## src/rtl/gray_counter_param_pkg.sv

```systemverilog
// Shared constants and types for the parametrised Gray counter family.
// Also imported by the future gray2bin and FIFO pointer logic.
package gray_counter_param_pkg;

    localparam logic DIR_UP   = 1'b1;
    localparam logic DIR_DOWN = 1'b0;

    localparam int GRAY_MIN_WIDTH = 2;
    localparam int GRAY_MAX_WIDTH = 16;

    // What the counter register does on the coming edge, after Load/En priority.
    typedef enum logic [1:0] {
        STEP_HOLD,
        STEP_UP,
        STEP_DOWN,
        STEP_LOAD
    } step_e;

endpackage

```

## src/rtl/gray_counter_param_bin2gray.sv

```systemverilog
// Pure combinational binary-to-Gray encoder.
// Adjacent binary values map to codes differing in one bit, including the MAX<->0 wrap.
module bin2gray #(
    parameter int WIDTH = 3
) (
    input  logic [WIDTH-1:0] bin,
    output logic [WIDTH-1:0] gray
);

    assign gray = bin ^ (bin >> 1);

endmodule

```

## src/rtl/gray_counter_param.sv

```systemverilog
// Up/down binary counter with load, wrap/saturate mode and sticky boundary flags.
// The Gray output is encoded combinationally from the count register.
module gray_counter_param
    import gray_counter_param_pkg::*;
#(
    parameter int WIDTH    = 3,
    parameter bit SATURATE = 1'b0
) (
    input  logic             Clk,
    input  logic             Reset,
    input  logic             En,
    input  logic             Dir,
    input  logic             Load,
    input  logic [WIDTH-1:0] LoadVal,
    input  logic             ClrFlags,
    output logic [WIDTH-1:0] Output,
    output logic [WIDTH-1:0] BinOut,
    output logic             Overflow,
    output logic             Underflow,
    output logic             WrapPulse
);

    if (WIDTH < GRAY_MIN_WIDTH || WIDTH > GRAY_MAX_WIDTH) begin : g_bad_width
        $error("gray_counter_param: WIDTH must be in 2..16");
    end

    localparam logic [WIDTH-1:0] MAX_COUNT = '1;

    logic [WIDTH-1:0] count;
    step_e            step;
    logic             at_max;
    logic             at_zero;

    assign at_max  = (count == MAX_COUNT);
    assign at_zero = (count == '0);

    always_comb begin
        step = STEP_HOLD;
        if (Load) begin
            step = STEP_LOAD;
        end else if (En) begin
            step = (Dir == DIR_UP) ? STEP_UP : STEP_DOWN;
        end
    end

    // ClrFlags is applied first so a boundary event on the same edge wins.
    always_ff @(posedge Clk) begin
        if (Reset) begin
            count     <= '0;
            Overflow  <= 1'b0;
            Underflow <= 1'b0;
            WrapPulse <= 1'b0;
        end else begin
            WrapPulse <= 1'b0;
            if (ClrFlags) begin
                Overflow  <= 1'b0;
                Underflow <= 1'b0;
            end
            case (step)
                STEP_LOAD: count <= LoadVal;
                STEP_UP: begin
                    if (at_max) begin
                        Overflow  <= 1'b1;
                        WrapPulse <= 1'b1;
                        count     <= SATURATE ? MAX_COUNT : '0;
                    end else begin
                        count <= count + WIDTH'(1);
                    end
                end
                STEP_DOWN: begin
                    if (at_zero) begin
                        Underflow <= 1'b1;
                        WrapPulse <= 1'b1;
                        count     <= SATURATE ? '0 : MAX_COUNT;
                    end else begin
                        count <= count - WIDTH'(1);
                    end
                end
                default: count <= count;
            endcase
        end
    end

    assign BinOut = count;

    bin2gray #(.WIDTH(WIDTH)) u_bin2gray (
        .bin  (count),
        .gray (Output)
    );

endmodule

```

## config.mk

```make
export PLATFORM = sky130hd
export DESIGN_NAME = gray_counter_param
export DESIGN_NICKNAME = d
export VERILOG_FILES = /design/src/rtl/gray_counter_param_pkg.sv /design/src/rtl/gray_counter_param_bin2gray.sv /design/src/rtl/gray_counter_param.sv
export SDC_FILE = /design/constraint.sdc
export NUM_CORES = 1
export LEC_CHECK = 0
export CORE_AREA = 5 5 42 44
export DETAILED_ROUTE_END_ITERATION = 10
export DIE_AREA = 0 0 47 49
export GPL_TIMING_DRIVEN = 0
export PLACE_DENSITY = 0.7
export SLEW_MARGIN = 15
export SYNTH_ARGS = -nofsm -noshare
export SYNTH_HDL_FRONTEND = slang
export SYNTH_HIERARCHICAL = 1
export SYNTH_SLANG_ARGS = --single-unit
```

## constraint.sdc

```tcl
create_clock -name Clk -period 1.8 [get_ports Clk]
set_clock_uncertainty 0.05 [all_clocks]
set_input_delay 0.27 -clock Clk [delete_from_list [all_inputs] [get_ports Clk]]
set_output_delay 0.27 -clock Clk [all_outputs]
set_load 0.01 [all_outputs]
```

==> Yosys cells after proc, flatten, opt, wreduce, memory -nomap -nowiden <==
Index checks and enable logic that the tools add are counted.
{ "op_classes": {"n_mux": 15, "addsub": 2, "n_reduce_logical": 2, "eq_ne": 4, "bitwise_logic": 1} }
{ "ops": {"columns": ["operator", "n"], "rows": [
  ["case mux 3 bit (3 select lines)", 1],
  ["two-way mux 1 bit", 8],
  ["two-way mux 2 bit", 3],
  ["two-way mux 3 bit", 2],
  ["equality test 2 bit, second input constant", 2],
  ["adder 3 x 1 -> 3 bit, second input constant", 1],
  ["equality test 3 bit, second input constant", 1],
  ["zero test 3 bit", 1],
  ["nonzero test 3 bit", 1],
  ["subtractor 3 x 1 -> 3 bit, second input constant", 1],
  ["XOR 3 x 2 -> 3 bit", 1],
  ["equality test 2 x 1 -> 1 bit, second input constant", 1],
  ["case mux 1 bit (2 select lines)", 1]
]} }
{ "totals": {"regBits": 6, "out_inout_bits": 9, "inputBits": 9, "word_cells": 28} }

==> Logic depth before layout (Yosys ltp) <==
{ "logic_depth": {"depth_word": 5, "ltp_mapped": 7} }

==> Modules after synthesis <==
The synthesis kept the hierarchy.
{ "modules_own_cells": {"columns": ["module", "cells_per_inst", "area_each_um2", "n_inst"], "rows": [
  ["gray_counter_param", 53, 434.2, 1],
  ["bin2gray", 3, 25.0, 1]
]} }

==> Worst setup path after synthesis <==
No wires, ideal clock.
{ "synth_path": {"path_kind": "input -> register", "startpoint": "in Dir", "endpoint": "reg count[0], in the netlist BinOut[0]", "required_ps": 1658, "path_slack_ps": 384, "t_arrival_ps": 1274, "path_buffers": 0, "cell_stages": 6, "path_cell_list": "inv_1 a21oi_1 ha_1 inv_2 a211o_1 o32ai_1"} }
{ "synth_via": {"elab_chain_cells": 5, "elab_cells_between_ends": 8} }
{ "synth_rtl": {"columns": ["item", "line_no", "rtl"], "rows": [
  ["from (decl)", "gray_counter_param.sv:12", "input logic Dir,"],
  ["two-way mux 2 bit *", "gray_counter_param.sv:42", "step = (Dir == DIR_UP) ? STEP_UP : STEP_DOWN;"],
  ["two-way mux 2 bit *", "gray_counter_param.sv:41", "end else if (En) begin"],
  ["two-way mux 2 bit *", "gray_counter_param.sv:39", "if (Load) begin"],
  ["equality test 2 bit or equality test 2 x 1 -> 1 bit (tied branches)", "gray_counter_param.sv:59", "case (step)"],
  ["case mux 3 bit (3 select lines) or nonzero test 3 bit (tied branches)", null, null],
  ["to (signal assigned)", "gray_counter_param.sv:60", "STEP_LOAD: count <= LoadVal;"],
  ["to (signal assigned)", "gray_counter_param.sv:65", "count <= SATURATE ? MAX_COUNT : '0;"],
  ["to (signal assigned)", "gray_counter_param.sv:67", "count <= count + WIDTH'(1);"],
  ["to (decl)", "gray_counter_param.sv:29", "logic [WIDTH-1:0] count;"]
]} }
Mark *: on every way between the ends. The rest lies on a longest branch, timed or not.
A chain may end at the register's enable or synchronous reset.

==> Worst setup path after layout <==
{ "layout_path": {"startpoint": "in En", "endpoint": "reg count[0], in the netlist BinOut[0]"} }
{ "layout_via": {"elab_chain_cells": 4, "elab_cells_between_ends": 7} }
{ "layout_rtl": {"columns": ["item", "line_no", "rtl"], "rows": [
  ["from (decl)", "gray_counter_param.sv:11", "input logic En,"],
  ["two-way mux 2 bit *", "gray_counter_param.sv:41", null],
  ["two-way mux 2 bit *", "gray_counter_param.sv:39", null],
  ["equality test 2 bit or equality test 2 x 1 -> 1 bit (tied branches)", "gray_counter_param.sv:59", null],
  ["case mux 3 bit (3 select lines) or nonzero test 3 bit (tied branches)", null, null]
]} }
Marks and branches as above.

==> results <==
[cells by family after synthesis]
kind of cell	count (synthesis)	share of synthesized area, %
buffers and inverters	11	10.08
AO/OA/AOI/OAI	16	23.70
XOR/XNOR	2	3.815
flip-flops	6	26.16
AND/OR/NAND/NOR	14	17.16
adder cells (fa/ha/maj)	7	19.07
[worst max-delay path by stage]
| stage | endpoint | slack, ns | cells past startpoint |
|---|---|---|---|
| 2_1_floorplan | BinOut[0] | 0.38 | 6 |
| 3_3_place_gp | BinOut[0] | -0.31 | 7 |
| 3_5_place_dp | BinOut[0] | -0.34 | 7 |
| 4_1_cts | Output[1] | 0.006 | 2 |
| 5_1_grt | BinOut[0] | -0.01 | 6 |
| 6_report | BinOut[0] | 0.1 | 6 |
[layer usage]
| layer | vias up | GRT usage [%] | routed length (µm) |
|---|---|---|---|
| li1 | 242 | - | - |
| met1 | 211 | 13.82 | 495 |
| met2 | 12 | 15.84 | 553 |
| met3 | 0 | 4.428 | 66 |
| met4 | 0 | 4.147 | 0 |
| met5 | - | 0 | 0 |
[synthesized netlist by cell type (2+ instances only)]
| cell type | n | area share, % |
|---|---|---|
| nor3_1 | 2 | 2.2 |
| a21oi_1 | 5 | 5.4 |
| a211oi_1 | 2 | 3.3 |
| inv_1 | 8 | 6.5 |
| nor2b_1 | 3 | 4.1 |
| a22oi_1 | 2 | 3.3 |
| a211o_1 | 2 | 3.8 |
| nor3b_1 | 2 | 3.3 |
| dfxtp_1 | 6 | 26 |
| ha_1 | 7 | 19 |
| xor2_1 | 2 | 3.8 |
| nor2_1 | 3 | 2.5 |
[sequential cells by signal (all words and copies together), names as in the netlist]
| register | cells |
|---|---|
| WrapPulse | 1 |
| Overflow | 1 |
| Underflow | 1 |
| BinOut | 3 |
[final cells by class]
class	count	area (µm²)	share of cell area [%]
plain buffers	2	12.51	1.792
clock buffers	3	22.52	3.226
repair buffers	19	187.7	26.88
flip-flops and latches	6	121.4	17.38
inverters	9	33.78	4.839
well taps	16	20.02	2.867
multi-input cells	39	300.3	43.01
[worst min-delay path, delay by kind of cell]
family	cells	cell delay (ns)
buf+inv	1	0.18
simple gates	1	0.06
compound gates	1	0.15
[power breakdown]
group / total [mW] / internal [mW] / switching [mW]
Sequential: 0.159 / 0.143 / 0.0155
Clock: 0.133 / 0.0760 / 0.0574
Combinational: 0.188 / 0.106 / 0.0820
[repair_timing]
action	4_1_cts	5_1_grt
hold buffers	0	0
hold endpoints to repair	0	0
setup endpoints to repair	1	5
setup buffers	2	0
pin swaps	1	0
resized for setup	1	3
==> run_results.csv <==
group,metric,value,unit
run_status,run_status,"finished, final reports clean",
yosys,synth_edf_count,0,
routing,vias,465,
yosys,postSynth.asyncResetShare,0,%
critical_path,cp_cell_sequence,"clkdlybuf4s50_1 > a21oi_2 > ha_1 > inv_2 > a211o_1 > o32ai_1",
placed_design,place.gp.congestion,0.7358,
global_routing,grt_pass1_vias,420,
sta,setup_viol,0,
routing,vias_per_cell,4.947,
global_routing,grt_util_all_layers,10.84,%
global_routing,antenna_found_initial,0,
die,design.die.area,0.002303,mm²
final_layout,num_antenna_cells,0,
critical_path,cp.required,1.91,ns
critical_path,crit_family,"compound AO/OA/AOI/OAI gates",
die,core,0.001401,mm²
final_layout,drive_gt1_share,14.10,%
critical_path,crit_start,"En",
clock_tree,cts.sinks,6,
sta,slew_headroom,80.80,%
global_routing,grt_remaining_overflow,0,
yosys,ys_seq_elements,6,
yosys,yosys_warnings,6,
sta,finalHoldViolations,0,
sta,tightest_slew,0.2840,ns
sta,finalWorstSetupSlack,0.09511,ns
placed_design,placed_cell_area,649.4,µm²
placed_design,place_hpwl,837.9,µm
global_routing,grt_max_degree,11,
yosys,syn_inst,56,
final_layout,fin_nets,96,
critical_path,rrSetupSlack,0.35,ns
sta,max_freq,586.5,MHz
power,ir_drop,414.0,µV
routing,wl,1115,µm
die,start_util,32.77,%
power,power.total,480.3,µW
sta,tns,0,ns
critical_path,r2r_start,"BinOut[0]",
placed_design,dp.cells,89,
final_layout,final_cell_area,698.2,µm²
final_layout,final_common_cell,"clkdlybuf4s50_1",
yosys,synth-seq-area-share,26.16,%
sta,finalCriticalPeriod,1.705,ns
routing,antenna_left,0,
sta,maxSlewViolCount,0,
sta,whs,0.4167,ns
clock_tree,h-tree-depth,1,
routing,drc,0,
yosys,synth.distinct_cells,24,
clock_tree,cts_buffers,3,
critical_path,cp_data_arrival_time,1.82,ns
critical_path,crit_type,"in2reg",
power,leakagePower,0.3172,nW
clock_tree,clk_latency,0.25,ns
placed_design,numPortBuffers,17,
clock_tree,cts_buffer_depth,2,
clock_tree,cts-root-buf,"clkbuf_4",
clock_tree,cts.clk_slew.worst_paths,0.05,ns
critical_path,cp_slowest_stage_delay,0.54,ns
run,max_cap_violations,0,
critical_path,startpoint_type,"input pin",
critical_path,r2r-end,"WrapPulse",
min_path,hp-start,"Dir",
yosys,syn_area,459.2,µm²
final_layout,area_delta_synth_final,52.04,%
min_path,hold_end,"WrapPulse",
final_layout,utilization,49.82,%
critical_path,worst_path_max_delay_cell,"clkdlybuf4s50_1",
critical_path,crit_fanout,3,
min_path,hp-class,"in2reg",
sta,fin_crit_sh,94.72,%
routing,drtIter0Drc,4,
die,die_x,47,µm
final_layout,fillers,156,
die,die_h,49,µm
yosys,synth_top_flop_cell,"dfxtp_1",
yosys,avgSynthCellArea,8.200,µm²
routing,dr.pass1.iters,4,
critical_path,cp.buffers_inverters,2,
clock_tree,cts_tree,"done",
die,io_pins,18,
routing,routedWlPerCell,11.86,µm
global_routing,grt_first_pass_wirelength,1814,µm
placed_design,place_ws,-0.3394,ns
critical_path,endpoint_kind,"flip-flop",
final_layout,fin_cells,94,
min_path,worstHoldPathCells,3,
yosys,syn_nets,72,
critical_path,timing.reg2reg.worst_path_depth,5,
power,p_per_area,687.9,mW/mm²
die,rows,14,
final_layout,final_cell_mix,"clkdlybuf4s50_1, inv_1, ha_1, dfxtp_1",
Note: power is estimated with default switching activity, not from simulation.
